### src/rtl/branch_predictor_gshare.sv
// Branch predictor: direct-mapped BTB plus a table of 2-bit saturating counters,
// indexed either by PC (bimodal) or by PC XOR global history (gshare).
module branch_predictor_gshare #(
  parameter int ENTRIES   = 16,
  parameter int HIST_BITS = 4,
  parameter int MODE      = 1
) (
  input  logic                 Clk,
  input  logic                 Rst,
  input  logic [31:0]          PC_current,
  output logic [31:0]          PCPredict,
  output logic                 prediction,
  output logic                 btbhit,
  input  logic [31:0]          PC,
  input  logic [31:0]          PCBranch,
  input  logic                 Branch,
  input  logic                 BranchTaken,
  output logic [1:0]           stateout,
  output logic [HIST_BITS-1:0] ghr
);

  localparam int IW = $clog2(ENTRIES);
  localparam int TW = 30 - IW;

  logic [ENTRIES-1:0]   valid;
  logic [TW-1:0]        tag_mem    [ENTRIES];
  logic [31:0]          target_mem [ENTRIES];
  logic [1:0]           pht        [ENTRIES];
  logic [HIST_BITS-1:0] ghr_q;

  logic [IW-1:0] look_idx;
  logic [IW-1:0] look_pidx;
  logic [IW-1:0] upd_idx;
  logic [IW-1:0] upd_pidx;
  logic          unused_bits;

  function automatic logic [IW-1:0] idx_of(input logic [31:0] x);
    return x[IW+1:2];
  endfunction

  function automatic logic [TW-1:0] tag_of(input logic [31:0] x);
    return x[31:IW+2];
  endfunction

  function automatic logic [IW-1:0] pidx_of(input logic [31:0] x,
                                            input logic [HIST_BITS-1:0] h);
    logic [IW-1:0] hx;
    hx = IW'(h);
    return (MODE != 0) ? (idx_of(x) ^ hx) : idx_of(x);
  endfunction

  function automatic logic [1:0] sat_step(input logic [1:0] c, input logic taken);
    if (taken) return (c == 2'b11) ? c : c + 2'b01;
    else       return (c == 2'b00) ? c : c - 2'b01;
  endfunction

  // Truncating the concatenation drops the oldest bit; also covers HIST_BITS == 1.
  function automatic logic [HIST_BITS-1:0] ghr_shift(input logic [HIST_BITS-1:0] h,
                                                      input logic taken);
    return HIST_BITS'({h, taken});
  endfunction

  always_comb begin
    look_idx  = idx_of(PC_current);
    look_pidx = pidx_of(PC_current, ghr_q);
    upd_idx   = idx_of(PC);
    upd_pidx  = pidx_of(PC, ghr_q);
  end

  // Fetch-side lookup: asynchronous reads, so same-cycle updates are seen next cycle.
  assign btbhit      = valid[look_idx] && (tag_mem[look_idx] == tag_of(PC_current));
  assign PCPredict   = btbhit ? target_mem[look_idx] : 32'h0;
  assign prediction  = btbhit & pht[look_pidx][1];
  assign stateout    = Branch ? pht[upd_pidx] : 2'b00;
  assign ghr         = ghr_q;
  assign unused_bits = ^{PC[1:0], PC_current[1:0]};

  // Resolve-side training of control state.
  always_ff @(posedge Clk) begin
    if (Rst) begin
      valid <= '0;
      ghr_q <= '0;
      for (int i = 0; i < ENTRIES; i++) pht[i] <= 2'b01;
    end else if (Branch) begin
      pht[upd_pidx] <= sat_step(pht[upd_pidx], BranchTaken);
      ghr_q         <= ghr_shift(ghr_q, BranchTaken);
      if (BranchTaken) valid[upd_idx] <= 1'b1;
    end
  end

  // Tag/target payload needs no reset: a cleared valid bit masks stale contents.
  always_ff @(posedge Clk) begin
    if (Branch && BranchTaken) begin
      tag_mem[upd_idx]    <= tag_of(PC);
      target_mem[upd_idx] <= PCBranch;
    end
  end

endmodule
### config.mk
export PLATFORM = sky130hd
export DESIGN_NAME = branch_predictor_gshare
export DESIGN_NICKNAME = d
export VERILOG_FILES = /design/src/rtl/branch_predictor_gshare.sv
export SDC_FILE = /design/constraint.sdc
export NUM_CORES = 1
export LEC_CHECK = 0
export CAP_MARGIN = 20
export CORE_MARGIN = 2
export CORE_UTILIZATION = 45
export DETAILED_ROUTE_END_ITERATION = 12
export DONT_BUFFER_PORTS = 1
export PLACE_DENSITY = 0.73
export REMOVE_ABC_BUFFERS = 1
export SLEW_MARGIN = 5
export SYNTH_ARGS = -nofsm -noshare
export SYNTH_HDL_FRONTEND = slang
export SYNTH_SLANG_ARGS = --single-unit
### constraint.sdc
create_clock -name Clk -period 6.8 [get_ports Clk]
set_input_delay 1.36 -clock Clk [delete_from_list [all_inputs] [get_ports Clk]]
set_output_delay 1.36 -clock Clk [all_outputs]
set_load 0.05 [all_outputs]
==> qor.yml, run 1 <==
route:
  drt-initial-drc-count: 1762
  via_per_inst: 5.93
  avgRoutedWirePerCell_um: 28.4
  drt_first_pass_iters: 5
  wl_um: 85000
  vias: 17770
  route.detailed.drc: 0
  ant_nets: 0
floorplanning:
  die_w_um: 297
  start_util_pct: 45.4
  row_count: 107
  die_h_um: 297
  core_um2: 85000
  ioPinCount: 140
  dieArea_um2: 88100
logic_synthesis:
  syn_inst: 1703
  synth_area_per_cell_um2: 22.6
  syn_area_um2: 38600
  yosysUniqueCellTypes: 50
  seq_area_frac_synth_pct: 75.8
  yosys_warnings: 0
  synth_flop_cell: "edfxtp_1"
  synthArstFlopShare_pct: 0
  synth_seq_cells: 980
  synth-edff-count: 960
sta:
  hold_viol: 0
  rsz0062_at_grt: "false"
  fmax_mhz: 160
  tightestPinTransition_ns: 1.06
  skew_ns: 0.00452
  setup_violations: 0
  fin_crit_ns: 6.27
  hold_ws_ns: 0.475
  finalMaxSlewViolations: 0
  finalCritPeriodShare_pct: 92.2
  slew_headroom_pct: 29.5
  tns_ns: 0
clock_network:
  numCtsBuffers: 96
  clkTransAtPathRegs_ns: 0.06
  clk_latency_ns: 0.63
  ctsHtreeMaxLevel: 3
  post-cts-setup-buffers: 0
  cts_buffer_depth: 3
  cts_sinks: 980
  tritoncts: "built"
  cts-root-buf: "clkbuf_16"
  cts_hold_buf: 0
  ctsResizeCount: 0
worst_setup_path:
  arrival_ns: 4.91
  critPathLaunchType: "primary input"
  cp_max_fo: 182
  crit_required_ns: 5.44
  critical_path.endpoint_type: "output port"
  setup.worst_path.class: "primary input to output port"
layout:
  instances_no_fill: 2999
  nets: 1878
  nFillCells: 6488
  final_layout_size_suffix_gt1_share_pct: 30.0
  syn2layout_area_growth_pct: 12.1
  final_area_um2: 43200
  antennaDiodeCount: 0
global_route:
  grt_pass1_vias: 18645
  grt_max_degree: 213
  use_met2_pct: 31.5
  antenna_found_initial: 0
  busiest_layer: "met2"
  grt_usage_pct: 19.3
  overflow: 0
  grt_pass1_wl_um: 124000
  use_met3_pct: 4.38
  gr-usage-met1_pct: 26.0
pwr:
  p_leak_nw: 13.4
  p_total_w: 0.0122
  combPwrFrac_pct: 3.4
  pwr-share-clk_pct: 41.6
  cellPowerDensity_nw_per_um2: 283
  pwr-share-seq_pct: 55.0
  p_sw_w: 0.00239
  p_int_w: 0.00985
  swShare_pct: 19.5
  irDropWorstVdd_uv: 189
place:
  place_area_um2: 40200
  gp_congestion: 0.771
  hpwl_um: 42100
  dp.cells: 2823
  io_buffers: 0
flow_run:
  cap_violations: 0
outcome:
  status: "finished clean"
min_path:
  hp-class: "register to register"
per-layer routing:
layer	wire length, um	up-vias
li1	-	7341
met1	33900	9596
met2	42100	701
met3	7060	132
met4	1940	0
met5	0	-
cells by family after synthesis:
| family | synth area share, % |
|---|---|
| flip-flops | 75.8 |
| buffers and inverters | 1.31 |
| adder cells (fa/ha/maj) | 0.0260 |
| multiplexers | 17.7 |
| AND/OR/NAND/NOR | 3.56 |
| AO/OA/AOI/OAI | 0.804 |
| XOR/XNOR | 0.840 |
per-stage QoR:
step                util [%]  worst slack, ns
floorplan                  -         -0.00856
global placement        47.3            0.571
detailed placement      47.3            0.552
CTS                     50.9            0.532
global route            50.9            0.524
finish                  50.9            0.532
cells in the final DEF, fill, tap and decap left out, drive strengths merged, types with 4 or more instances in the layout:
cell / count
edfxtp: 960
nor4b: 32
o22ai: 4
o21ai: 4
a22oi: 10
nor3: 6
and2: 9
bufinv: 6
nor2b: 8
inv: 8
clkbuf: 114
xor2: 26
mux2i: 47
a221oi: 5
o21ba: 4
xnor2: 11
mux4: 277
nand2b: 21
dfxtp: 20
nand3: 22
nor4: 5
clkinv: 45
a21oi: 4
nand2: 31
nor2: 64
buf: 72
mux2: 10
clkinvlp: 6
critical path, stage by stage:
cell and delay [ns]:
inv_2 0.60, mux4_2 0.60, xor2_1 0.18, nor4_4 0.36, nand4_4 0.50, buf_4 0.37, nor3_2 0.46, buf_4 0.30
power groups by stage:
stage / clock network (W) / logic (W) / registers, W
floorplan: 0 / 0.000335 / 0.00685
global placement: 0 / 0.000410 / 0.00685
detailed placement: 0 / 0.000414 / 0.00686
CTS: 0.00516 / 0.000418 / 0.00673
global route: 0.00539 / 0.000438 / 0.00673
finish: 0.00510 / 0.000416 / 0.00673
flip-flops by register name, summed over array words and instances (netlist names):
| name | count |
|---|---|
| ghr | 4 |
| pht | 32 |
| tag_mem | 416 |
| target_mem | 512 |
| valid | 16 |
area by class of cell:
type | count | area, um^2 | area share [%]
Sequential cell | 980 | 29200 | 67.6
Multi-Input combinational cell | 624 | 8990 | 20.8
Clock buffer | 114 | 2540 | 5.88
Tap cell | 1144 | 1430 | 3.31
Timing Repair Buffer | 72 | 553 | 1.28
Clock inverter | 61 | 473 | 1.09
Inverter | 4 | 15.0 | 0.0347
path summary, 6_finish.rpt:
path,depth (start not counted),to,slack [ns],start
max,8,btbhit,0.53,PC_current[2]
min,2,valid[6],0.48,valid[6]
max reg2reg,7,pht[4][1],3.33,ghr[0]
min reg2reg,2,valid[6],0.48,valid[6]
synthesized netlist by cell type (2+ instances only):
| library cell | number | area (um^2) |
|---|---|---|
| mux2_2 | 10 | 113 |
| o22ai_1 | 4 | 25.0 |
| a21oi_1 | 4 | 20.0 |
| nand3b_1 | 3 | 22.5 |
| buf_1 | 13 | 48.8 |
| buf_2 | 49 | 245 |
| a221oi_1 | 5 | 43.8 |
| inv_1 | 3 | 11.3 |
| nor4_2 | 3 | 37.5 |
| o21ai_0 | 3 | 15.0 |
| nor2_1 | 64 | 240 |
| buf_4 | 13 | 97.6 |
| nor4b_2 | 28 | 420 |
| dfxtp_1 | 20 | 400 |
| nor2b_1 | 8 | 50.1 |
| nor4b_1 | 4 | 35.0 |
| nand2b_1 | 21 | 131 |
| xor2_1 | 26 | 228 |
| nand4_1 | 2 | 12.5 |
| buf_6 | 3 | 33.8 |
| nand3_1 | 22 | 110 |
| mux2i_1 | 47 | 470 |
| xnor2_1 | 11 | 96.3 |
| edfxtp_1 | 960 | 28800 |
| o21ba_2 | 4 | 40.0 |
| and3b_1 | 2 | 17.5 |
| clkbuf_1 | 17 | 63.8 |
| or3_1 | 2 | 12.5 |
| and2_1 | 9 | 56.3 |
| mux4_2 | 277 | 6240 |
| a211oi_1 | 3 | 22.5 |
| nor3_1 | 6 | 30.0 |
| nand2_1 | 31 | 116 |
| a22oi_1 | 10 | 75.1 |
Power figures use the tool's default switching activity.
==> run 2, diff against run 1 <==
PLACE_DENSITY = 0.6   (was 0.73)
==> qor.yml, run 2 (synthesized netlist as in run 1, its figures left out) <==
sta:
  fmax_mhz: 158  # was 160 MHz
  rsz0062_at_grt: "false"  # unchanged
  setup_violations: 0  # unchanged
  slew_headroom_pct: 23.5  # was 29.5%
  tightestPinTransition_ns: 1.15  # was 1.06 ns
  fin_crit_ns: 6.32  # was 6.27 ns
  skew_ns: 0.0138  # was 0.00452 ns
  hold_viol: 0  # unchanged
  finalCritPeriodShare_pct: 92.9  # was 92.2%
  finalMaxSlewViolations: 0  # unchanged
worst_setup_path:
  cp_max_fo: 182  # unchanged
  crit_required_ns: 5.44  # about the same
  max_stage_delay_ns: 0.64  # was 0.60 ns
  critPathLaunchType: "primary input"  # unchanged
  critical_path.endpoint_type: "output port"  # unchanged
  path_cells: "mux4_2 -> mux4_2 -> xor2_1 -> nor4_4 -> nand4_4 -> buf_4 -> nor4b_2 -> buf_4"  # was inv_2 -> mux4_2 -> xor2_1 -> nor4_4 -> nand4_4 -> buf_4 -> nor3_2 -> buf_4
  crit_slowest_cell: "mux4_2"  # was inv_2
  r2r-start: "ghr[1]"  # was ghr[0]
  crit_start: "PC_current[2]"  # unchanged
  setup.worst_path.class: "primary input to output port"  # unchanged
  arrival_ns: 4.96  # was 4.91 ns
pwr:
  cellPowerDensity_nw_per_um2: 284  # was 283 nW/um^2
  pwr-share-clk_pct: 41.8  # was 41.6%
  p_total_w: 0.0123  # was 0.0122 W
  swShare_pct: 19.7  # was 19.5%
  p_int_w: 0.00986  # was 0.00985 W
  pwr-share-seq_pct: 54.8  # was 55.0%
  irDropWorstVdd_uv: 183  # was 189 uV
  p_sw_w: 0.00242  # was 0.00239 W
  p_leak_nw: 13.4  # about the same
  combPwrFrac_pct: 3.4  # about the same
layout:
  final_common_cell: "edfxtp_1"  # unchanged
  nets: 1881  # was 1878
  final_layout_size_suffix_gt1_share_pct: 29.8  # was 30.0%
  final_cell_mix: "edfxtp_1 (960), mux4_2 (277), clkbuf_16 (99)"  # unchanged
  syn2layout_area_growth_pct: 12.3  # was 12.1%
  instances_no_fill: 3007  # was 2999
  final_area_um2: 43300  # was 43200 um^2
  regMostFlops: "target_mem"  # unchanged
  largest_register_ffs: 512  # unchanged
  reg_top3: "target_mem: 512 flops, tag_mem: 416 flops, pht: 32 flops"  # unchanged
min_path:
  worstHoldStart: "valid[14]"  # was valid[6]
  hp-class: "register to register"  # unchanged
global_route:
  grt_usage_pct: 19.8  # was 19.3%
  grt_max_degree: 213  # unchanged
  grt_pass1_wl_um: 126000  # was 124000 um
  overflow: 0  # unchanged
  antenna_found_initial: 0  # unchanged
  grt_pass1_vias: 18532  # was 18645
place:
  gp_congestion: 0.769  # was 0.771
  place_area_um2: 40300  # was 40200 um^2
  io_buffers: 0  # unchanged
  dp.cells: 2825  # was 2823
  hpwl_um: 42500  # was 42100 um
clock_network:
  clk_latency_ns: 0.65  # was 0.63 ns
  ctsHtreeMaxLevel: 3  # unchanged
  numCtsBuffers: 98  # was 96
  clkTransAtPathRegs_ns: 0.06  # about the same
  cts_sinks: 980  # unchanged
  cts_hold_buf: 0  # unchanged
  cts-root-buf: "clkbuf_16"  # unchanged
  tritoncts: "built"  # unchanged
  ctsResizeCount: 0  # unchanged
  post-cts-setup-buffers: 0  # unchanged
  cts_buffer_depth: 3  # unchanged
route:
  wl_met2_um: 42500  # was 42100 um
  vias: 17597  # was 17770
  avgRoutedWirePerCell_um: 28.6  # was 28.4 um
  route.detailed.drc: 0  # unchanged
  ant_nets: 0  # unchanged
  wl_um: 85900  # was 85000 um
  drt-met1-wl_um: 36000  # was 33900 um
  drt-initial-drc-count: 1807  # was 1762
  route.met3.wl_um: 5960  # was 7060 um
  via_per_inst: 5.85  # was 5.93
  dr.max_layer_used: "met4"  # unchanged
  drt_first_pass_iters: 5  # unchanged
floorplanning:
  ioPinCount: 140  # unchanged
  die_h_um: 297  # unchanged
  dieArea_um2: 88100  # unchanged
  row_count: 107  # unchanged
  die_w_um: 297  # unchanged
  core_um2: 85000  # unchanged
  start_util_pct: 45.4  # unchanged
outcome:
  status: "finished clean"  # unchanged
flow_run:
  cap_violations: 0  # unchanged
## run 2: changes by cell type in the layout (fill, tap and decap cells not counted), sizes merged
| cell | delta |
|---|---|
| buf | +1 |
| bufinv | -1 |
| clkbuf | +14 |
| clkinv | -4 |
| clkinvlp | -4 |
| diode | +1 |
| inv | +1 |
## run 2: worst paths after layout
kind	to	slack [ns]	cells after the start
min reg2reg	valid[14]	0.47	2
max	PCPredict[1]	0.48	8
min	valid[14]	0.47	2
max reg2reg	pht[9][1]	2.79	6
## run 2: layer usage
layer | GRT usage (%) | vias to the layer above
met4 | 4.89 | 0
met2 | 32.5 | 537
met5 | 0 | -
met3 | 4.30 | 100
li1 | - | 7355
met1 | 27.0 | 9605
## run 2: power groups by stage
stage          registers [W]  clock network (W)  logic (W)
5_1_grt              0.00673            0.00545   0.000448
3_5_place_dp         0.00686                  0   0.000426
2_1_floorplan        0.00685                  0   0.000335
4_1_cts              0.00673            0.00522   0.000428
3_3_place_gp         0.00685                  0   0.000421
6_report             0.00673            0.00513   0.000423
## run 2: metrics by stage
step / hold WS, ns / utilization (%) / setup WS [ns] / setup TNS, ns
2_1_floorplan: 0.435 / - / -0.00856 / -0.0342
3_3_place_gp: 0.443 / 47.3 / 0.575 / 0
3_5_place_dp: 0.455 / 47.4 / 0.656 / 0
4_1_cts: 0.470 / 50.9 / 0.683 / 0
5_1_grt: 0.484 / 50.9 / 0.508 / 0
6_report: 0.468 / 50.9 / 0.484 / 0
## run 2: worst max-delay path, delay by kind of cell
family / cells / cell delay, ns
buf+inv: 2 / 0.74
simple gates: 3 / 1.24
xor+xnor: 1 / 0.19
mux: 2 / 1.13
## run 2: layout make-up
type,count,area (um^2)
inverter,4,15.0
tap,1144,1430
clock buffer,128,2620
clock inverter,53,424
fill,6632,41700
antenna,1,2.50
sequential,980,29200
timing repair buffer,73,602
multi-input combinational,624,8990
==> run 3, diff against run 2 <==
CORE_ASPECT_RATIO = 0.5   (was not set)
==> qor.yml, run 3 (synthesized netlist as in run 1, its figures left out) <==
global_route:
  antenna_found_initial: 1  # was 0
  grt_pass1_vias: 18189  # was 18532
  grt_usage_pct: 19.7  # was 19.8%
  overflow: 0  # unchanged
  grt_max_degree: 213  # unchanged
  grt_pass1_wl_um: 124000  # was 126000 um
layout:
  final_common_cell: "edfxtp_1"  # unchanged
  nFillCells: 6552  # was 6632
  antennaDiodeCount: 0  # was 1
  syn2layout_area_growth_pct: 11.4  # was 12.3%
  utilization_pct: 50.9  # about the same
  final_cell_mix: "edfxtp_1 (960), mux4_2 (277), clkbuf_16 (89)"  # was edfxtp_1 (960), mux4_2 (277), clkbuf_16 (99)
  reg_top3: "target_mem: 512 flops, tag_mem: 416 flops, pht: 32 flops"  # unchanged
  largest_register_ffs: 512  # unchanged
  regMostFlops: "target_mem"  # unchanged
  nets: 1870  # was 1881
  final_layout_size_suffix_gt1_share_pct: 29.5  # was 29.8%
  multiInputGateArea_um2: 8990  # unchanged
  final-seq-area_um2: 29200  # unchanged
sta:
  fin_crit_ns: 6.06  # was 6.32 ns
  fmax_mhz: 165  # was 158 MHz
  slew_headroom_pct: 25.1  # was 23.5%
  setup_violations: 0  # unchanged
  tightestPinTransition_ns: 1.12  # was 1.15 ns
  skew_ns: 0.0101  # was 0.0138 ns
  hold_viol: 0  # unchanged
  finalCritPeriodShare_pct: 89.1  # was 92.9%
  tns_ns: 0  # unchanged
  rsz0062_at_grt: "false"  # unchanged
  worst_slack_ns: 0.744  # was 0.484 ns
  finalMaxSlewViolations: 0  # unchanged
outcome:
  status: "finished clean"  # unchanged
clock_network:
  numCtsBuffers: 86  # was 98
  clk_latency_ns: 0.65  # about the same
  cts_hold_buf: 0  # unchanged
  cts-root-buf: "clkbuf_16"  # unchanged
  cts_sinks: 980  # unchanged
  post-cts-setup-buffers: 0  # unchanged
  clkTransAtPathRegs_ns: 0.06  # about the same
  ctsResizeCount: 0  # unchanged
  ctsHtreeMaxLevel: 3  # unchanged
  tritoncts: "built"  # unchanged
  cts_buffer_depth: 3  # unchanged
pwr:
  cellPowerDensity_nw_per_um2: 279  # was 284 nW/um^2
  irDropWorstVdd_uv: 155  # was 183 uV
  p_leak_nw: 13.3  # was 13.4 nW
floorplanning:
  die_w_um: 418  # was 297 um
  core_um2: 84400  # was 85000 um^2
  dieArea_um2: 88200  # was 88100 um^2
  die_h_um: 211  # was 297 um
  ioPinCount: 140  # unchanged
  start_util_pct: 45.7  # was 45.4%
  row_count: 75  # was 107
route:
  wl_um: 85300  # was 85900 um
  route.detailed.drc: 0  # unchanged
  avgRoutedWirePerCell_um: 28.9  # was 28.6 um
  vias: 17421  # was 17597
  ant_nets: 0  # unchanged
  drt_first_pass_iters: 5  # unchanged
  via_per_inst: 5.90  # was 5.85
  drt-initial-drc-count: 1680  # was 1807
place:
  io_buffers: 0  # unchanged
  dpl_worst_slack_ns: 0.784  # was 0.656 ns
  hpwl_um: 43000  # was 42500 um
  gp_congestion: 0.751  # was 0.769
worst_setup_path:
  crit_required_ns: 5.44  # about the same
  arrival_ns: 4.70  # was 4.96 ns
  cp_max_fo: 182  # unchanged
  critPathLaunchType: "primary input"  # unchanged
  setup.worst_path.class: "primary input to output port"  # unchanged
  critical_path.endpoint_type: "output port"  # unchanged
min_path:
  hp-class: "register to register"  # unchanged
flow_run:
  cap_violations: 0  # unchanged
run 3: cell types whose count changed in the layout (fill, tap and decap cells not counted), sizes merged:
cell and change:
inv -4, clkbuf -23, clkinv -5, buf +1
clkinvlp +1, diode -1, bufinv +3
run 3: critical path, stage by stage:
cell and delay, ns:
inv_2 0.59, mux4_2 0.60, xor2_1 0.21, nor4_4 0.36, nand4_4 0.30, nor4_2 0.74
buf_4 0.33
run 3: metrics by stage:
step	power [W]	hold slack [ns]	instance area [um^2]	instances
after floorplan	0.00719	0.435	38100	1608
after global placement	0.00728	0.448	40200	2798
after detailed placement	0.00728	0.454	40200	2798
after CTS	0.0121	0.468	43000	2951
after global routing	0.0123	0.496	43000	2951
final	0.0120	0.467	43000	2951
run 3: worst paths after layout:
path | from | end | slack (ns) | depth (start not counted)
max | PC_current[2] | prediction | 0.74 | 7
min reg2reg | valid[14] | valid[14] | 0.47 | 2
min | valid[14] | valid[14] | 0.47 | 2
max reg2reg | ghr[1] | pht[4][0] | 3.22 | 7
run 3: area by class of cell:
cell class	instances	area share, %
repair buffers	74	1.35
clock buffers	105	5.35
inverters	4	0.0349
well taps	1116	3.25
multi-input cells	624	20.9
flip-flops and latches	980	68.0
clock inverters	48	1.06
run 3: where the power goes:
part | switching, W | internal, W | total [W]
Sequential | 0.0000205 | 0.00670 | 0.00672
Clock | 0.00214 | 0.00271 | 0.00485
Combinational | 0.000173 | 0.000250 | 0.000423
Total | 0.00234 | 0.00966 | 0.0120
run 3: layer usage:
| metal | vias up | wire [um] | track usage, % |
|---|---|---|---|
| li1 | 7315 | - | - |
| met1 | 9552 | 37900 | 28.3 |
| met2 | 455 | 41200 | 31.3 |
| met3 | 99 | 4970 | 4.11 |
| met4 | 0 | 1290 | 4.27 |
| met5 | - | 0 | 0 |
